$ cat src/rtl/result_serializer.sv
// Result matrix serializer: streams the top-left NxN block of a 3x3
// matrix of 16-bit results as bytes to a UART, followed by an XOR checksum.
module result_serializer #(
    parameter int ACK_TIMEOUT = 16
) (
    input  logic         clk,
    input  logic         rst,
    input  logic         start,
    input  logic [3:0]   matrix_size,
    input  logic [143:0] result,
    input  logic         tx_busy,
    output logic [7:0]   tx_data,
    output logic         tx_start,
    output logic         busy,
    output logic         done
);

    localparam int AW = (ACK_TIMEOUT > 1) ? $clog2(ACK_TIMEOUT) : 1;

    typedef enum logic [2:0] {
        IDLE,
        LOAD,
        SEND,
        WAIT_ACK,
        WAIT_DONE,
        DONE
    } state_t;

    state_t         state_q, state_d;
    logic [143:0]   mat_q, mat_d;
    logic [1:0]     n_q, n_d;
    logic [4:0]     cnt_q, cnt_d;
    logic [7:0]     csum_q, csum_d;
    logic [7:0]     data_q, data_d;
    logic [AW-1:0]  ack_q, ack_d;

    logic [1:0]     n_eff;
    logic [4:0]     nbytes;
    logic           is_data;
    logic [3:0]     elem_seq;
    logic [3:0]     elem_idx;
    logic [15:0]    elem;
    logic [7:0]     cur_byte;

    // Clamp the requested dimension to the 3x3 storage
    always_comb begin
        n_eff = 2'd3;
        if (matrix_size < 4'd4) begin
            n_eff = matrix_size[1:0];
        end
    end

    // Select the current byte: data bytes row-major, high byte first, then checksum
    always_comb begin
        nbytes = 5'd0;
        elem_idx = 4'd0;
        elem_seq = cnt_q[4:1];
        case (n_q)
            2'd1: begin
                nbytes = 5'd2;
                elem_idx = 4'd0;
            end
            2'd2: begin
                nbytes = 5'd8;
                elem_idx = elem_seq + {1'b0, elem_seq[3:1]};
            end
            2'd3: begin
                nbytes = 5'd18;
                elem_idx = elem_seq;
            end
            default: begin
                nbytes = 5'd0;
                elem_idx = 4'd0;
            end
        endcase
        is_data = (cnt_q < nbytes);
        elem = mat_q[{elem_idx, 4'b0000} +: 16];
        if (!is_data) begin
            cur_byte = csum_q;
        end else if (cnt_q[0]) begin
            cur_byte = elem[7:0];
        end else begin
            cur_byte = elem[15:8];
        end
    end

    // State and datapath registers
    always_ff @(posedge clk or negedge rst) begin
        if (!rst) begin
            state_q <= IDLE;
            mat_q   <= '0;
            n_q     <= 2'd0;
            cnt_q   <= 5'd0;
            csum_q  <= 8'h00;
            data_q  <= 8'h00;
            ack_q   <= '0;
        end else begin
            state_q <= state_d;
            mat_q   <= mat_d;
            n_q     <= n_d;
            cnt_q   <= cnt_d;
            csum_q  <= csum_d;
            data_q  <= data_d;
            ack_q   <= ack_d;
        end
    end

    // Next-state and output logic
    always_comb begin
        state_d  = state_q;
        mat_d    = mat_q;
        n_d      = n_q;
        cnt_d    = cnt_q;
        csum_d   = csum_q;
        data_d   = data_q;
        ack_d    = ack_q;
        tx_data  = data_q;
        tx_start = 1'b0;
        busy     = (state_q != IDLE);
        done     = 1'b0;
        case (state_q)
            IDLE: begin
                if (start) begin
                    mat_d   = result;
                    n_d     = n_eff;
                    state_d = LOAD;
                end
            end
            LOAD: begin
                cnt_d   = 5'd0;
                csum_d  = 8'h00;
                state_d = SEND;
            end
            SEND: begin
                tx_data = cur_byte;
                if (!tx_busy) begin
                    tx_start = 1'b1;
                    data_d   = cur_byte;
                    if (is_data) begin
                        csum_d = csum_q ^ cur_byte;
                    end
                    if (cnt_q != 5'd31) begin
                        cnt_d = cnt_q + 5'd1;
                    end
                    ack_d   = '0;
                    state_d = WAIT_ACK;
                end
            end
            WAIT_ACK: begin
                if (tx_busy || ack_q == AW'(ACK_TIMEOUT - 1)) begin
                    state_d = WAIT_DONE;
                end else begin
                    ack_d = ack_q + AW'(1);
                end
            end
            WAIT_DONE: begin
                if (!tx_busy) begin
                    state_d = (cnt_q > nbytes) ? DONE : SEND;
                end
            end
            DONE: begin
                done    = 1'b1;
                state_d = IDLE;
            end
            default: begin
                state_d = IDLE;
            end
        endcase
    end

endmodule

$ cat config.mk
export PLATFORM = sky130hd
export DESIGN_NAME = result_serializer
export DESIGN_NICKNAME = d
export VERILOG_FILES = /design/src/rtl/result_serializer.sv
export SDC_FILE = /design/constraint.sdc
export NUM_CORES = 1
export LEC_CHECK = 0
export ABC_AREA = 1
export BUFFER_PORTS_ARGS = -buffer_cell sky130_fd_sc_hd__buf_2
export CAP_MARGIN = 20
export CORE_ASPECT_RATIO = 0.9
export CORE_MARGIN = 1
export CORE_UTILIZATION = 25
export CTS_BUF_LIST = sky130_fd_sc_hd__clkbuf_2 sky130_fd_sc_hd__clkbuf_4 sky130_fd_sc_hd__clkbuf_8
export CTS_CLUSTER_SIZE = 30
export DETAILED_ROUTE_END_ITERATION = 12
export GPL_TIMING_DRIVEN = 0
export HOLD_SLACK_MARGIN = 0.02
export PLACE_DENSITY = 0.46
export SETUP_SLACK_MARGIN = 0.02
export SLEW_MARGIN = 5
export SYNTH_ARGS = -nofsm -noshare
export SYNTH_HDL_FRONTEND = slang
export SYNTH_SLANG_ARGS = --single-unit
$ cat constraint.sdc
create_clock -name clk -period 3.7 [get_ports clk]
set_input_delay 0.925 -clock clk [delete_from_list [all_inputs] [get_ports clk]]
set_output_delay 0.925 -clock clk [all_outputs]
set_load 0.1 [all_outputs]
==> results of run 1 <==
-- worst max-delay path, stage by stage (launching register included) --
cell and delay, ns:
dfrtp_2 0.45, buf_6 0.14, fa_1 0.54, nand3_2 0.08
nand2_4 0.11, buf_6 0.13, buf_8 0.15, nand3_2 0.12
nand3_2 0.09, nand3_2 0.09, nand2_1 0.09, nand3_2 0.12
nand3_2 0.12, o21ai_4 0.08, buf_12 0.17
-- layer usage --
metal / up-vias / track usage / share of wire
li1: 4380 / - / -
met1: 4144 / 0.260 / 0.49
met2: 248 / 0.262 / 0.43
met3: 41 / 0.0352 / 0.058
met4: 2 / 0.0556 / 0.022
met5: - / 0.0106 / 0.0021
-- worst paths after layout --
check	slack (ns)	cells after the start	startpoint	to
setup / recovery	-0.20	14	cnt_q[2]	tx_data[4]
hold / removal	0.40	1	rst	ack_q[2]
setup reg to reg	1.03	11	state_q[0]	mat_q[129]
hold reg to reg	0.48	2	mat_q[50]	mat_q[50]
max in group asynchronous	2.38	2	rst	mat_q[96]
min in group clk	0.48	2	mat_q[50]	mat_q[50]
-- cell families after synthesis --
kind of cell | after synthesis | synth area share
DFF | 174 | 0.481
buffers and inverters | 127 | 0.0615
and+or+nand+nor | 874 | 0.407
AOI/OAI and AO/OA | 56 | 0.0342
xor gates and xnor gates | 1 | 0.000968
adders and majority gates | 10 | 0.0147
-- through the flow --
stage,instance area [sq um],hold WS [ns],utilization
after floorplan,9060,0.442,-
after global placement,10500,0.454,0.296
after detailed placement,10500,0.459,0.297
after CTS,11400,0.414,0.321
after global routing,11700,0.435,0.330
final,11700,0.401,0.330
-- what timing repair did --
action	CTS	global route
resized for setup	90	69
endpoints found under the hold margin	0	0
pin swaps	6	19
buffers inserted	8	5
endpoints found under the setup margin	9	9
-- placed cells by master (no fill, tap or decap), drive strengths merged --
cell	count
clkbuf	56
a31oi	1
nor3	3
o211ai	1
buf	212
a211oi	1
clkinvlp	1
a22oi	1
nand4	9
dfrtp	174
fa	1
ha	9
nor2	41
nand2	577
bufinv	2
xor2	1
o21a	2
nor4	2
inv	59
a21oi	24
clkinv	6
nand3	242
o21ai	25
o2111ai	1
-- power groups by stage --
| stage | Clock, mW | Sequential (mW) | Combinational, mW |
|---|---|---|---|
| after global placement | 0 | 3.39 | 5.13 |
| after global routing | 1.59 | 3.46 | 6.74 |
| final | 1.49 | 3.36 | 6.11 |
| after CTS | 1.53 | 3.35 | 5.80 |
| after floorplan | 0 | 3.17 | 3.75 |
| after detailed placement | 0 | 3.39 | 5.20 |
-- final cells by class --
cell class | count | area [sq um]
Buffer | 74 | 432
Clock buffer | 17 | 234
Clock inverter | 15 | 191
Fill cell | 3912 | 23700
Inverter | 53 | 208
Multi-Input combinational cell | 941 | 4580
Sequential cell | 174 | 4360
Tap cell | 469 | 587
Timing Repair Buffer | 177 | 1090
-- flip-flops by register name, summed over array words and instances, names as in the netlist --
signal   count
ack_q        4
cnt_q        5
csum_q       8
data_q       8
mat_q      144
n_q          2
state_q      3
==> results.md, run 1 <==
- Unique masters post-synth: 31
- I/O Pins: 163
- Final setup viols: 8
- Placed cell count: around 1900
- Top FF cell, synth: dfrtp_1
- Synthesis-to-layout area growth: 29.1%
- Final period util: 1.05
- Slew Viols, Final: 0
- Antenna diode count: 0
- Violated checks: setup timing
- CTS Buf Count: 17
- Max Root-Sink Buffers: 2
- Internal Power: between 5 and 6 mW
- Post-Layout Cell Count: about 1900
- Lkg Pwr: 6.13 nW
- Total GRT Usage: 0.179
- CP endpoint kind: primary output
- Final hold viol count: 0
- Final worst setup slack: -0.202 ns
- Worst hold path class: in -> async
- Starting Density: 0.256
- Post-Place Setup Slack: -0.359 ns
- Clock Sinks: 174
- Clock Root Buffer: clkbuf_8
- Die H: between 150 and 200 um
- Final min period: approximately 4 ns
- H-tree Lvls: 4
- Vias per cell: approximately 4.6
- Pwr Total: roughly 11 mW
- Post-Syn Area per Cell: 7.28 sq um
- FF+latch count, synth: approximately 170
- Ranking of synthesized cells by area: dfrtp_1, nand2_1, nand3_1
- Post-Synthesis Cells: around 1200
- Maximum vdd drop: around 0.31 mV
- Via count: 8815
- GR Overflow Total: 0
- Post-DP HPWL: 24600 um
- Max-slew headroom: 0.325
- Status: complete, but fails checks
- CP arrival: around 3.0 ns
- Vias in the first global route: 8523
- Max cap viols: 0
- Number of detailed-route iterations in the first pass: 5
- Die Area: roughly 37000 sq um
- Comb pwr share: 0.557
- Yosys top cell by area: dfrtp_1
- CP Launch Type: flip-flop
- Slew of the pin with the lowest slew margin: a little over 1 ns
- RSZ-0062 raised after global routing: true
- Worst clock skew: a little over 0.02 ns
- Detailed-route wire length per cell: 16.9 um
- Clock power share: 0.136
- Antenna viol nets, final: 0
- Fmax: approximately 260 MHz
- Flop pwr share: 0.307
- Post-Syn Nets: about 1400
- Drt first-iter violations: ~570
- I/O Buffers: 162
- Largest net degree at the start of global routing: 92
- Cell Area, Synth: ~9000 sq um
- Drt total wl: roughly 32000 um
- Residual DRC: 0
- Kind of critical path: reg -> out
- Rows: 65
- Top cell type's share of synthesized area: 0.481
- Share of cells above drive strength 1: 0.243
- PD cells: approximately 940 nW/um^2
- Top-count cell post-synth: nand2_1
- Core area: approximately 35000 sq um
- Initial antenna violation count: 0
- Ys Warns: 0
- CTS tree: done
- Clock-pin slew on the worst setup and hold paths: approximately 0.10 ns
- Req. time, crit path: ~2.8 ns
- Share of synthesized flip-flops with an asynchronous set or reset: 1.00
- Setup tns final: -1.46 ns
- Nets@finish: 1600
- Post-synth EDFFs: 0
- Die width: 203 um
- RePlAce Congestion: 0.860
- Switching power total: roughly 5.4 mW
- Hold_buf cts: 0
- Commonest cells in the netlist: nand2_1, nand3_1, dfrtp_1
- Crit Path Max Fanout: 10
- First-pass GRT wire length: approximately 50000 um
- Worst-Skew Late Latency: about 0.50 ns
- Seq/Total Area, Yosys: 0.481
- Switching Share: 0.494
(Power assumes the default switching activity.)
==> run 2, diff against run 1 <==
--- a/config.mk
+++ b/config.mk
@@ -17,7 +17,7 @@
 export GPL_TIMING_DRIVEN = 0
 export HOLD_SLACK_MARGIN = 0.02
 export PLACE_DENSITY = 0.46
-export SETUP_SLACK_MARGIN = 0.02
+export SETUP_SLACK_MARGIN = 0.1
 export SLEW_MARGIN = 5
 export SYNTH_ARGS = -nofsm -noshare
 export SYNTH_HDL_FRONTEND = slang
==> run 2 against run 1 <==
The flow still finishes with violations (setup timing); die area stayed put; critical path depth stayed put; final cell count stayed put; sequential share of layout area unchanged; final area is the same; non-clock buffer count did not move; clock power hardly changed; clock-buffer cell count stayed put; combinational power hardly changed; global-route usage barely moved; largest cell class unchanged.
==> results.md, run 2 (same netlist as run 1, synthesis figures left out) <==
- Status: complete, but fails checks
- Violated checks: setup timing
- H-tree Lvls: 4
- Die H: about 180 um
- Lkg Pwr: approximately 6 nW
- Final period util: 1.06
- Residual DRC: 0
- Die Area: between 30000 and 40000 sq um
- Final worst setup slack: -0.224 ns
- Initial antenna violation count: 0
- Worst-Skew Late Latency: around 0.50 ns
- Detailed-route wire length per cell: roughly 17 um
- Hold_buf cts: 0
- Final setup viols: 8
- Antenna diode count: 0
- Fmax: around 250 MHz
- RSZ-0062 raised after global routing: true
- Die width: a little over 200 um
- Post-Place Setup Slack: -0.359 ns
- RePlAce Congestion: 0.860
- Share of cells above drive strength 1: 0.243
- Starting Density: 0.256
- Max Root-Sink Buffers: 2
- Placed cell count: 1875
- I/O Pins: ~160
- Vias per cell: 4.56
- Clock Root Buffer: clkbuf_8
- Total GRT Usage: 0.179
- Crit Path Max Fanout: 10
- I/O Buffers: ~160
- Final min period: between 3 and 4 ns
- Wire length on met2: 13900 um
- Max cap viols: 0
- First-pass GRT wire length: about 50000 um
- Slew Viols, Final: 0
- Worst clock skew: ~0.017 ns
- Met1 Wirelength: ~16000 um
- Slew of the pin with the lowest slew margin: approximately 1.0 ns
- Most common cell after layout, fill and taps aside: nand2_1
- Synthesis-to-layout area growth: 29.1%
- Number of detailed-route iterations in the first pass: 7
- Commonest non-fill, non-tap cells in the layout: nand2_1, nand3_1, dfrtp_1, buf_2, nand3_2
- CTS Buf Count: 17
- Multi-input gate area: ~4600 sq um
- Drt total wl: around 32000 um
- Hold WS: 0.396 ns
- Final Util: 0.330
- Seq. cell area: between 4000 and 5000 sq um
- Post-DP HPWL: between 20000 and 25000 um
- Req. time, crit path: approximately 2.8 ns
- Drt first-iter violations: a little under 600
- CP arrival: ~3 ns
- Biggest register: mat_q
- PD cells: 938 nW/um^2
- Area after DPL: ~11000 sq um
- Max-slew headroom: 0.318
- Largest net degree at the start of global routing: ~90
- Maximum vdd drop: between 0.3 and 0.4 mV
- Rows: 65
- CP Launch Type: flip-flop
- Final hold viol count: 0
- Via count: 8758
- Antenna viol nets, final: 0
- Kind of critical path: reg -> out
- CP endpoint kind: primary output
- CTS tree: done
- Top Registers: mat_q: 144 flops, csum_q: 8 flops, data_q: 8 flops
- Core area: ~35000 sq um
- Clock Sinks: around 170
- Clock-pin slew on the worst setup and hold paths: 0.10 ns
- Met3 wire length: roughly 1800 um
- Vias in the first global route: 8522
- Largest register FFs: between 100 and 150
- Post-route cell area: between 10000 and 15000 sq um
- Worst R2R Setup Slack: 1.04 ns
- GR Overflow Total: 0
- Fill cells: a little under 4000
- Worst hold path class: in -> async
- Post-Layout Cell Count: ~1900
- Nets@finish: between 1500 and 2000
- DR top layer: met5
## run 2: changes by cell type in the layout (fill, tap and decap cells not counted)
cell,delta
nor3_1,+1
nor3_2,-1
nor2_4,+1
nor2_2,-1
## run 2: final cells by class
cell class / count / area share
buffer: 74 / 0.0370
clock buffer: 17 / 0.0200
clock inverter: 15 / 0.0164
inverter: 53 / 0.0178
multi-input combinational: 941 / 0.392
sequential: 174 / 0.373
tap: 469 / 0.0503
timing repair buffer: 177 / 0.0931
## run 2: worst max-delay path, cell delays in order (launching register included)
cell,delay (ns)
dfrtp_2,0.45
buf_6,0.14
fa_1,0.54
nand3_2,0.08
nand2_4,0.11
buf_6,0.13
buf_8,0.14
nand3_2,0.11
nand3_1,0.10
nand3_1,0.10
nand2_1,0.12
nand3_2,0.12
nand3_2,0.10
o21ai_2,0.08
buf_12,0.18
## run 2: final timing paths
kind                            start    endpoint  cells after the start
max                          cnt_q[2]  tx_data[3]                     14
min                               rst    ack_q[2]                      1
max reg2reg                state_q[0]  mat_q[129]                     11
min reg2reg                 mat_q[50]   mat_q[50]                      2
max in group asynchronous         rst   mat_q[96]                      2
min in group clk            mat_q[50]   mat_q[50]                      2
## run 2: repair_timing
item | in CTS | in global routing
gates cloned | 0 | 0
gates resized for setup | 91 | 68
setup buffers | 8 | 5
setup endpoints to repair | 9 | 9
pin swaps | 6 | 19
## run 2: stage by stage
step / power (mW) / setup TNS, ns
after detailed placement: 8.59 / -2.58
after global routing: 11.8 / -2.41
final: 11.0 / -1.49
after global placement: 8.51 / -244.13
after floorplan: 6.92 / -0.755
after CTS: 10.7 / -2.43
## run 2: per-layer routing
metal	GRT usage	vias up
li1	-	4378
met1	0.260	4113
met4	0.0556	2
met2	0.262	225
met5	0.0106	-
met3	0.0352	40
## run 2: report_power, final
part	switching [mW]	internal (mW)	total (mW)	leakage [nW]
clock network	0.849	0.637	1.49	0.217
registers	0.581	2.78	3.36	2.17
logic	3.98	2.12	6.11	3.74
total	5.41	5.54	11.0	6.13
